===== src/rtl/pll_ctrl_pkg.sv =====
// Shared types and constants for the GTP_PLL_E1 dynamic-reconfiguration controller.
package pll_ctrl_pkg;

    localparam int DEFAULT_RATIO_W = 10;

    typedef enum logic [2:0] {
        ST_RESET,
        ST_WAIT_LOCK,
        ST_RUN,
        ST_GATE,
        ST_FAIL
    } pll_state_e;

    localparam logic [1:0] ERR_NONE    = 2'd0;
    localparam logic [1:0] ERR_ILLEGAL = 2'd1;
    localparam logic [1:0] ERR_LOCK    = 2'd2;

endpackage


===== src/rtl/pll_lock_sync.sv =====
// Two-flop synchroniser bringing the raw PLL LOCK into the controller clock domain.
module pll_lock_sync (
    input  logic clk,
    input  logic rst_n,
    input  logic async_in,
    output logic sync_out
);

    logic meta;

    // NOTE: flops use non-blocking assignments so meta and sync_out sample together.
    always_ff @(posedge clk or negedge rst_n) begin
        if (!rst_n) begin
            meta     <= 1'b0;
            sync_out <= 1'b0;
        end else begin
            meta     <= async_in;
            sync_out <= meta;
        end
    end

endmodule


===== src/rtl/pll_dyn_reconfig_ctrl.sv =====
// Validates divider/duty requests, applies them to the PLL dynamic ports and
// sequences reset, lock qualification, retry and automatic relock.
module pll_dyn_reconfig_ctrl
    import pll_ctrl_pkg::*;
#(
    parameter int                           NUM_OUT       = 5,
    parameter int                           RATIO_W       = DEFAULT_RATIO_W,
    parameter logic [RATIO_W-1:0]           INIT_RATIOI   = RATIO_W'(2),
    parameter logic [RATIO_W-1:0]           INIT_RATIOF   = RATIO_W'(24),
    parameter logic [NUM_OUT*RATIO_W-1:0]   INIT_RATIO    = {NUM_OUT{RATIO_W'(16)}},
    parameter logic [NUM_OUT*RATIO_W-1:0]   INIT_DUTY     = {NUM_OUT{RATIO_W'(16)}},
    parameter int                           RST_CYCLES    = 16,
    parameter int                           LOCK_TIMEOUT  = 65535,
    parameter int                           STABLE_CYCLES = 256,
    parameter int                           LOSS_CYCLES   = 4,
    parameter int                           MAX_RETRY     = 3
) (
    input  logic                         clk,
    input  logic                         rst_n,
    input  logic                         req_valid,
    output logic                         req_ready,
    input  logic [RATIO_W-1:0]           req_ratioi,
    input  logic [RATIO_W-1:0]           req_ratiof,
    input  logic [NUM_OUT*RATIO_W-1:0]   req_ratio,
    input  logic [NUM_OUT*RATIO_W-1:0]   req_duty,
    input  logic                         pll_lock,
    output logic                         pll_rst,
    output logic [RATIO_W-1:0]           dyn_ratioi,
    output logic [RATIO_W-1:0]           dyn_ratiof,
    output logic [NUM_OUT*RATIO_W-1:0]   dyn_ratio,
    output logic [NUM_OUT*RATIO_W-1:0]   dyn_duty,
    output logic [NUM_OUT-1:0]           out_en,
    output logic                         locked,
    output logic                         done,
    output logic                         err,
    output logic [1:0]                   err_code,
    output logic [7:0]                   loss_cnt
);

    localparam int CNT_MAX = (RST_CYCLES > LOCK_TIMEOUT) ? RST_CYCLES : LOCK_TIMEOUT;
    localparam int CNT_W   = $clog2(CNT_MAX + 1);
    localparam int RUN_MAX = (STABLE_CYCLES > LOSS_CYCLES) ? STABLE_CYCLES : LOSS_CYCLES;
    localparam int RUN_W   = $clog2(RUN_MAX + 1);
    localparam int RETRY_W = $clog2(MAX_RETRY + 2);

    localparam logic [CNT_W-1:0]   RST_LAST     = CNT_W'(RST_CYCLES - 1);
    localparam logic [CNT_W-1:0]   TIMEOUT_LAST = CNT_W'(LOCK_TIMEOUT - 1);
    localparam logic [CNT_W-1:0]   GATE_LAST    = CNT_W'(1);
    localparam logic [RUN_W-1:0]   STABLE_LAST  = RUN_W'(STABLE_CYCLES - 1);
    localparam logic [RUN_W-1:0]   LOSS_LAST    = RUN_W'(LOSS_CYCLES - 1);
    localparam logic [RETRY_W-1:0] RETRY_LIMIT  = RETRY_W'(MAX_RETRY);
    localparam logic [RATIO_W:0]   DUTY_ONE     = (RATIO_W+1)'(1);

    pll_state_e state_q, state_d;
    logic [CNT_W-1:0]   cnt_q, cnt_d;
    logic [RUN_W-1:0]   run_q, run_d;
    logic [RETRY_W-1:0] retry_q, retry_d;
    logic               from_req_q, from_req_d;
    logic [1:0]         err_code_d;
    logic [7:0]         loss_cnt_d;
    logic               done_d, err_d, capture, load_dyn, lock_s, accept, req_legal;

    logic [RATIO_W-1:0]         hold_ratioi, hold_ratiof;
    logic [NUM_OUT*RATIO_W-1:0] hold_ratio, hold_duty;
    logic [RATIO_W-1:0]         ratio_c;
    logic [RATIO_W:0]           duty_c, duty_max;

    pll_lock_sync u_lock_sync (
        .clk      (clk),
        .rst_n    (rst_n),
        .async_in (pll_lock),
        .sync_out (lock_s)
    );

    assign accept = req_valid && req_ready;

    // Duty is in half-VCO periods, so the legal range per channel is 1 .. 2*ratio-1.
    always_comb begin
        req_legal = (req_ratioi != '0) && (req_ratiof != '0);
        ratio_c   = '0;
        duty_c    = '0;
        duty_max  = '0;
        for (int i = 0; i < NUM_OUT; i++) begin
            ratio_c  = req_ratio[i*RATIO_W +: RATIO_W];
            duty_c   = {1'b0, req_duty[i*RATIO_W +: RATIO_W]};
            duty_max = {ratio_c, 1'b0} - DUTY_ONE;
            if (ratio_c == '0 || duty_c == '0 || duty_c > duty_max) begin
                req_legal = 1'b0;
            end
        end
    end

    // NOTE: every signal gets a default before the case so no path infers a latch.
    always_comb begin
        state_d    = state_q;
        cnt_d      = cnt_q;
        run_d      = run_q;
        retry_d    = retry_q;
        from_req_d = from_req_q;
        err_code_d = err_code;
        loss_cnt_d = loss_cnt;
        done_d     = 1'b0;
        err_d      = 1'b0;
        capture    = 1'b0;
        load_dyn   = 1'b0;
        unique case (state_q)
            ST_RESET: begin
                if (cnt_q == RST_LAST) begin
                    cnt_d   = '0;
                    run_d   = '0;
                    state_d = ST_WAIT_LOCK;
                end else begin
                    cnt_d = cnt_q + CNT_W'(1);
                end
            end
            ST_WAIT_LOCK: begin
                run_d = lock_s ? run_q + RUN_W'(1) : '0;
                if (lock_s && run_q == STABLE_LAST) begin
                    state_d    = ST_RUN;
                    done_d     = from_req_q;
                    from_req_d = 1'b0;
                    cnt_d      = '0;
                    run_d      = '0;
                end else if (cnt_q == TIMEOUT_LAST) begin
                    cnt_d = '0;
                    run_d = '0;
                    if (retry_q < RETRY_LIMIT) begin
                        retry_d = retry_q + RETRY_W'(1);
                        state_d = ST_RESET;
                    end else begin
                        state_d    = ST_FAIL;
                        err_d      = 1'b1;
                        err_code_d = ERR_LOCK;
                        from_req_d = 1'b0;
                    end
                end else begin
                    cnt_d = cnt_q + CNT_W'(1);
                end
            end
            ST_RUN, ST_FAIL: begin
                // A request takes priority over a coincident lock-loss detection.
                if (accept) begin
                    if (req_legal) begin
                        capture    = 1'b1;
                        state_d    = ST_GATE;
                        cnt_d      = '0;
                        run_d      = '0;
                        retry_d    = '0;
                        err_code_d = ERR_NONE;
                        from_req_d = 1'b1;
                    end else begin
                        err_d      = 1'b1;
                        err_code_d = ERR_ILLEGAL;
                    end
                end else if (state_q == ST_RUN) begin
                    run_d = lock_s ? '0 : run_q + RUN_W'(1);
                    if (!lock_s && run_q == LOSS_LAST) begin
                        state_d = ST_RESET;
                        cnt_d   = '0;
                        run_d   = '0;
                        retry_d = '0;
                        if (loss_cnt != 8'hff) loss_cnt_d = loss_cnt + 8'd1;
                    end
                end
            end
            ST_GATE: begin
                if (cnt_q == GATE_LAST) begin
                    cnt_d    = '0;
                    load_dyn = 1'b1;
                    state_d  = ST_RESET;
                end else begin
                    cnt_d = cnt_q + CNT_W'(1);
                end
            end
            default: state_d = ST_RESET;
        endcase
    end

    always_ff @(posedge clk or negedge rst_n) begin
        if (!rst_n) begin
            state_q    <= ST_RESET;
            cnt_q      <= '0;
            run_q      <= '0;
            retry_q    <= '0;
            from_req_q <= 1'b0;
            pll_rst    <= 1'b1;
            out_en     <= '0;
            req_ready  <= 1'b0;
            locked     <= 1'b0;
            done       <= 1'b0;
            err        <= 1'b0;
            err_code   <= ERR_NONE;
            loss_cnt   <= '0;
            dyn_ratioi <= INIT_RATIOI;
            dyn_ratiof <= INIT_RATIOF;
            dyn_ratio  <= INIT_RATIO;
            dyn_duty   <= INIT_DUTY;
        end else begin
            state_q    <= state_d;
            cnt_q      <= cnt_d;
            run_q      <= run_d;
            retry_q    <= retry_d;
            from_req_q <= from_req_d;
            pll_rst    <= (state_d == ST_RESET);
            out_en     <= (state_d == ST_RUN) ? '1 : '0;
            req_ready  <= (state_d == ST_RUN) || (state_d == ST_FAIL);
            locked     <= (state_d == ST_RUN);
            done       <= done_d;
            err        <= err_d;
            err_code   <= err_code_d;
            loss_cnt   <= loss_cnt_d;
            if (load_dyn) begin
                dyn_ratioi <= hold_ratioi;
                dyn_ratiof <= hold_ratiof;
                dyn_ratio  <= hold_ratio;
                dyn_duty   <= hold_duty;
            end
        end
    end

    // NOTE: the holding register is pure data qualified by the FSM, so it needs no reset.
    always_ff @(posedge clk) begin
        if (capture) begin
            hold_ratioi <= req_ratioi;
            hold_ratiof <= req_ratiof;
            hold_ratio  <= req_ratio;
            hold_duty   <= req_duty;
        end
    end

endmodule

===== config.mk =====
export PLATFORM = sky130hd
export DESIGN_NAME = pll_dyn_reconfig_ctrl
export DESIGN_NICKNAME = d
export VERILOG_FILES = /design/src/rtl/pll_ctrl_pkg.sv /design/src/rtl/pll_lock_sync.sv /design/src/rtl/pll_dyn_reconfig_ctrl.sv
export SDC_FILE = /design/constraint.sdc
export NUM_CORES = 1
export LEC_CHECK = 0
export CORE_MARGIN = 4
export CORE_UTILIZATION = 25
export CTS_BUF_LIST = sky130_fd_sc_hd__clkbuf_8
export DETAILED_ROUTE_END_ITERATION = 10
export GPL_TIMING_DRIVEN = 0
export RECOVER_POWER = 25
export SYNTH_ARGS = -nofsm -noshare
export SYNTH_HDL_FRONTEND = slang
export SYNTH_SLANG_ARGS = --single-unit

===== constraint.sdc =====
create_clock -name clk -period 6.95 [get_ports clk]
set_clock_uncertainty 0.05 [all_clocks]
set_input_delay 1.7375 -clock clk [delete_from_list [all_inputs] [get_ports clk]]
set_output_delay 1.7375 -clock clk [all_outputs]
set_load 0.01 [all_outputs]

== Yosys cells after proc, flatten, opt, wreduce, memory -nomap -nowiden ==
Cells that the tools add are included.
Storage, ports and cells
  input port bits: 124
  output and inout bits: 140
  word-level logic and storage cells: 171
  register bits: 294
Operators by class
  multiplexer cells: 68
  $lt $le $gt $ge: 6
  add/sub/neg operators: 9
  bitwise logic cells: 1
  reduce and logical (&&, ||, !) cells: 40
  equality and inequality tests: 24
Operators by type and width (count)
  two-way mux 16 bit: 8
  logical NOT 10 bit: 10
  two-way mux 9 bit: 9
  case mux 16 bit (4 select lines): 1
  > comparator 10 x 11 -> 1 bit: 5
  subtractor 11 x 1 -> 11 bit, second input constant: 5
  two-way mux 3 bit: 16
  case mux 9 bit (3 select lines): 1
  two-way mux 1 bit: 23
  nonzero test 10 bit: 2
  adder 16 x 1 -> 16 bit, second input constant: 1
  equality test 16 x 1 -> 1 bit, second input constant: 1
  equality test 16 bit, second input constant: 1
  equality test 16 x 4 -> 1 bit, second input constant: 1
  inequality test 3 bit, second input constant: 5
  AND reduction 5 bit: 3
  inequality test 2 bit, second input constant: 7
  case mux 3 bit (4 select lines): 1
  logical OR 1 bit: 11
  adder 9 x 1 -> 9 bit, second input constant: 1
  equality test 3 x 2 -> 1 bit, second input constant: 3
  equality test 9 x 2 -> 1 bit, second input constant: 1
  equality test 9 x 8 -> 1 bit, second input constant: 1
  adder 8 x 1 -> 8 bit, second input constant: 1
  other kinds (20): 30

== Longest topological paths before layout ==
  word-level depth: 13
  depth in mapped cells: 18
  mapped depth without buffers: 16

== Modules after synthesis ==
A second synthesis with hierarchy kept.
Unflattened totals
  cells, all modules: 938
  area total of the unflattened synthesis: 12687.2 um^2
Modules (own cells, without submodules)
  pll_dyn_reconfig_ctrl: sequential area each 7800.0 um^2, instances 1, area an instance 12637.1 um^2, cells each 936
  pll_lock_sync: sequential area each 50.0 um^2, instances 1, area an instance 50.0 um^2, cells each 2

== Worst setup path after synthesis ==
Ideal clock, no wire load.
  kind: input to register
  start point: in req_ratio[13]
  end point: reg pll_rst
  path buffers: 0
  required time: 6817 ps
  stages: 12
  arrival: 9686 ps
  library setup time: 83 ps
  slack: -2869 ps
  cell sequence: or4_1 nor4_1 xnor2_1 ha_1 a21o_1 a2111oi_0 a211oi_1 and4bb_4 nand2_1 nor2_1 or3_1 nor3_1
Between the ends
  longest elaborated chain between the ends: 11
  elaborated cells between the ends (all ways): 13
  those cells by class: add/sub: 1; order compare: 1; mux: 7; reduce/logical: 4
Ends and longest elaborated chain
  start, declared: RTL line pll_dyn_reconfig_ctrl.sv:24  | input logic [NUM_OUT*RATIO_W-1:0] req_ratio,
  subtractor 11 x 1 -> 11 bit / logical NOT 10 bit (equally long branches): RTL line pll_dyn_reconfig_ctrl.sv:86, pll_dyn_reconfig_ctrl.sv:87
  > comparator 10 x 11 -> 1 bit / logical OR 1 bit (equally long branches): RTL line pll_dyn_reconfig_ctrl.sv:87  | if (ratio_c == '0 || duty_c == '0 || duty_c > duty_max) begin
  logical OR 1 bit *: RTL line pll_dyn_reconfig_ctrl.sv:87
  two-way mux 1 bit * (4 in series): RTL line pll_dyn_reconfig_ctrl.sv:87
  two-way mux 3 bit *: RTL line pll_dyn_reconfig_ctrl.sv:143  | if (req_legal) begin
  two-way mux 3 bit *: RTL line pll_dyn_reconfig_ctrl.sv:142  | if (accept) begin
  case mux 3 bit (4 select lines) *: RTL line pll_dyn_reconfig_ctrl.sv:106  | unique case (state_q)
  net state_d[0]: RTL line pll_dyn_reconfig_ctrl.sv:54  | pll_state_e state_q, state_d;
  logical NOT 3 bit *: RTL line pll_dyn_reconfig_ctrl.sv:204  | pll_rst <= (state_d == ST_RESET);
  end signal, assigned: RTL line pll_dyn_reconfig_ctrl.sv:204
  end, declared: RTL line pll_dyn_reconfig_ctrl.sv:27  | output logic pll_rst,
Mark *: on every way through the listed nets, which the timed path passes. The rest lies on a longest branch.
A chain may end at the register's enable or synchronous reset.

== Worst setup path in the final report ==
  start point: in req_ratio[41]
  end point: reg hold_ratio[30] (enable)
Between the ends
  longest elaborated chain between the ends: 7
  elaborated cells between the ends (all ways): 9
  those cells by class: add/sub: 1; order compare: 1; mux: 4; reduce/logical: 3
Ends and longest elaborated chain
  subtractor 11 x 1 -> 11 bit / logical NOT 10 bit (equally long branches): RTL line pll_dyn_reconfig_ctrl.sv:86, pll_dyn_reconfig_ctrl.sv:87
  > comparator 10 x 11 -> 1 bit / logical OR 1 bit (equally long branches): RTL line pll_dyn_reconfig_ctrl.sv:87
  logical OR 1 bit *: RTL line pll_dyn_reconfig_ctrl.sv:87
  two-way mux 1 bit *: RTL line pll_dyn_reconfig_ctrl.sv:87
  two-way mux 1 bit *: RTL line pll_dyn_reconfig_ctrl.sv:143
  two-way mux 1 bit *: RTL line pll_dyn_reconfig_ctrl.sv:142
  two-way mux 1 bit *: RTL line pll_dyn_reconfig_ctrl.sv:106
  net capture: RTL line pll_dyn_reconfig_ctrl.sv:61  | logic done_d, err_d, capture, load_dyn, lock_s, accept, req_legal;
  end signal, assigned: RTL line pll_dyn_reconfig_ctrl.sv:226  | hold_ratio <= req_ratio;
  end, declared: RTL line pll_dyn_reconfig_ctrl.sv:64  | logic [NUM_OUT*RATIO_W-1:0] hold_ratio, hold_duty;
Marked as above.

==> impl_metrics.tcl <==
set metrics [dict create \
    layout_setup_ws_ns 0.9458 \
    grt_pass1_vias 9431 \
    rsz0062_at_grt "no" \
    antenna_found_initial 4 \
    htreeDepth 2 \
    endpoint "hold_ratio[30]" \
    max_cap_viol_count 2 \
    holdCritStartpoint "u_lock_sync.meta" \
    critPathTopFamily "simple AND/OR/NAND/NOR gates" \
    path_cells "dlygate4sd3_1 -> or4_4 -> nor4_1 -> xnor2_1 -> ha_1 -> a21o_1 -> a211oi_1 -> o211ai_1 -> nand4_1 -> and4bb_4 -> nand2_1 -> nor2_4 -> buf_12 -> buf_12" \
    synth_cell_types 57 \
    crit_path_top_delay_cell "nor2_4" \
    worstPathArrival_ns 6.25 \
    die-area_sq_um 54720 \
    crit_cells 14 \
    worst_r2r_startpoint "cnt_q[11]" \
    drc 0 \
    hold_violations 0 \
    setup.worst_path.start "req_ratio[41]" \
    area_growth_pct 36.44 \
    final_util_pct 34.63 \
    hold_class "register to register" \
    comb_power_share_pct 6.6 \
    p_seq_share_pct 49.2 \
    coreArea_sq_um 50270 \
    rrSetupSlack_ns 3.09 \
    cts_hold_buf 0 \
    numCtsBuffers 53 \
    post_cts_buffers 0 \
    path_buf_inv 3 \
    final.min_clock_period_ns 6.004 \
    first_pass_iters 5 \
    via_per_inst 4.571 \
    power_leakage_nw 7.069 \
    syn_inst 953 \
    critPathLaunchType "primary input" \
    ant_nets 0 \
    slew_violations 116 \
    start_util_pct 25.38 \
    synthArstFlopShare_pct 58.48 \
    critPathRequiredTime_ns 7.19 \
    crit_type "primary input to register" \
    root_buffer "clkbuf_8" \
    routedWlPerCell_microns 18.07 \
    post-route-period-util_pct 86.39 \
    place_ws_ns 0.2717 \
    r2r-end "dyn_ratio[30]" \
    critPathCaptureType "register" \
    power_switching_mw 0.8585 \
    outcome "finished with violations" \
    routabilityCongestion 0.8256 \
    synth_ff_type "dfrtp_1" \
    max_freq_mhz 166.6 \
    grt_max_degree 77 \
    synth_area_sq_um 12760 \
    internal_power_mw 2.768 \
    p_per_area_nw_per_um2 208.3 \
    fin_nets 1458 \
    setup_violations 0 \
    slowest_delay_ns 0.67 \
    finalSetupTns_ns 0 \
    cts.clk_slew.worst_paths_ns 0.06 \
    cts_buffer_depth 3 \
    r2r_cells 7 \
    synth_nets 1134 \
    insertion_delay_ns 0.62 \
    grt_use_total_pct 12.85 \
    clockPowerShare_pct 44.2 \
    cts_tree "built" \
    routed_wl_microns 36060 \
    grt_overflow 0 \
    critical_path.max_fanout 30 \
    max-slew-margin-rel_pct -44.25 \
    cts-resized-gates 0 \
    synth_edf_count 120 \
    first_iter_violations 534 \
    ys_warn_count 0 \
    p_sw_share_pct 23.67 \
    post-dp-hpwl_microns 27060 \
    rows 82 \
    peakVddDrop_v 0.0001193 \
    avgSynthCellArea_sq_um 13.39 \
    synth_seq_cells 289 \
    clock-sinks 289 \
    io_pins 264 \
    io_buffers 263 \
    die_w_microns 233.9 \
    violations "max-capacitance violations, max-slew violations" \
    die_y_microns 233.9 \
    grt_pass1_wl_microns 54810 \
    seq_area_frac_synth_pct 61.52 \
    worstMarginPinSlew_ns 2.164 \
    cpMostUsedCell "buf_12" \
    drive_above_1_share_pct 18.85 \
    vias 9120 \
]
-- routing by layer --
metal | routed length [microns] | vias up | global-route usage (%)
li1 | - | 4219 | -
met4 | 697 | 2 | 3.695
met1 | 15460 | 4514 | 16.53
met3 | 2821 | 54 | 3.766
met2 | 17070 | 331 | 21.10
met5 | 4 | - | 0
-- worst min path at each step --
stage               cells past startpoint  slack [ns]                   end
finish                                  0        0.31  u_lock_sync.sync_out
global route                            0        0.32  u_lock_sync.sync_out
CTS                                     0        0.32  u_lock_sync.sync_out
detailed placement                      0        0.30  u_lock_sync.sync_out
global placement                        0        0.29  u_lock_sync.sync_out
floorplan                               0        0.28  u_lock_sync.sync_out
-- power by group through the flow --
stage | Combinational [mW] | Clock, mW | Sequential [mW]
2_1_floorplan | 0.0905 | 0 | 1.82
3_3_place_gp | 0.242 | 0 | 1.82
3_5_place_dp | 0.250 | 0 | 1.82
4_1_cts | 0.253 | 1.68 | 1.78
5_1_grt | 0.266 | 1.75 | 1.78
6_report | 0.238 | 1.60 | 1.78
-- layout make-up --
type | instances | area, sq um
Clock inverter | 42 | 272.8
Buffer | 27 | 143.9
Tap cell | 672 | 840.8
Antenna cell | 2 | 5.005
Fill cell | 4973 | 32860
Inverter | 19 | 71.32
Timing Repair Buffer | 269 | 2739
Sequential cell | 289 | 7850
Multi-Input combinational cell | 618 | 4702
Clock buffer | 57 | 784.5
-- layout by cell type (no fill, tap or decap), types with 5 or more instances in the layout --
master,n
clkinv_1,5
xnor2_1,31
clkdlybuf4s50_1,198
nand2_1,51
clkinv_2,11
or4_1,9
dfrtp_1,155
buf_2,13
clkbuf_8,57
and3_1,11
o31ai_1,9
ha_1,57
mux2_2,121
nand3_1,28
edfxtp_1,120
o21ai_0,44
nor2b_1,6
buf_4,5
dlygate4sd3_1,64
xor2_1,16
clkbuf_1,9
nand4_1,14
inv_1,39
nor4_1,29
nand2b_1,12
nor2_1,57
a21oi_1,23
nor3_1,29
a211oi_1,7
a21o_1,9
dfstp_2,14
-- registers in the layout, indices dropped and copies added, names as in the netlist --
name                  count
hold_ratiof              10
hold_duty                50
err                       1
out_en                    1
u_lock_sync.meta          1
dyn_ratiof               10
req_ready                 1
loss_cnt                  8
err_code                  2
from_req_q                1
dyn_duty                 50
dyn_ratioi               10
hold_ratio               50
dyn_ratio                50
retry_q                   3
pll_rst                   1
cnt_q                    16
state_q                   3
u_lock_sync.sync_out      1
done                      1
run_q                     9
hold_ratioi              10
-- stage by stage --
stage / std cells / instance area [sq um] / hold slack [ns] / total power, mW
floorplan: 953 / 12770 / 0.2812 / 1.907
detailed placement: 1894 / 16380 / 0.3024 / 2.067
global placement: 1888 / 16240 / 0.2871 / 2.059
CTS: 1993 / 17440 / 0.3179 / 3.712
finish: 1995 / 17410 / 0.3138 / 3.626
global route: 1993 / 17400 / 0.3229 / 3.799
-- Yosys cell counts, types with 4 or more instances --
master	instances	area (sq um)
dfrtp_1	155	3879
mux2_2	121	1363
edfxtp_1	120	3603
nor2_1	58	217.7
ha_1	57	713.2
nand2_1	51	191.4
o21ai_0	44	220.2
xnor2_1	31	271.5
nor3_1	29	145.1
nor4_1	29	181.4
nand3_1	28	140.1
a21oi_1	23	115.1
inv_1	19	71.32
xor2_1	16	140.1
dfstp_2	14	367.9
nand4_1	14	87.58
buf_2	13	65.06
nand2b_1	12	75.07
and3_1	11	68.82
a21o_1	9	67.56
o31ai_1	9	67.56
or4_1	9	67.56
clkbuf_1	8	30.03
a211oi_1	7	52.55
nor2b_1	6	37.54
buf_4	5	37.54
a211o_1	4	35.03
nand3b_1	4	30.03
o22ai_1	4	25.02
-- logic make-up (layout without fill, tap and decap cells) --
kind of cell    after synthesis  in the layout  synth area share, %
fa+ha+maj                    57             57                5.589
compound gates              118            118                5.795
other cells                   0              2                    0
buf+inv                      46            414                1.687
simple gates                275            275                11.50
flops                       289            289                61.52
mux                         121            121                10.68
xor+xnor                     47             47                3.226
Note: power is estimated with default switching activity, not from simulation.
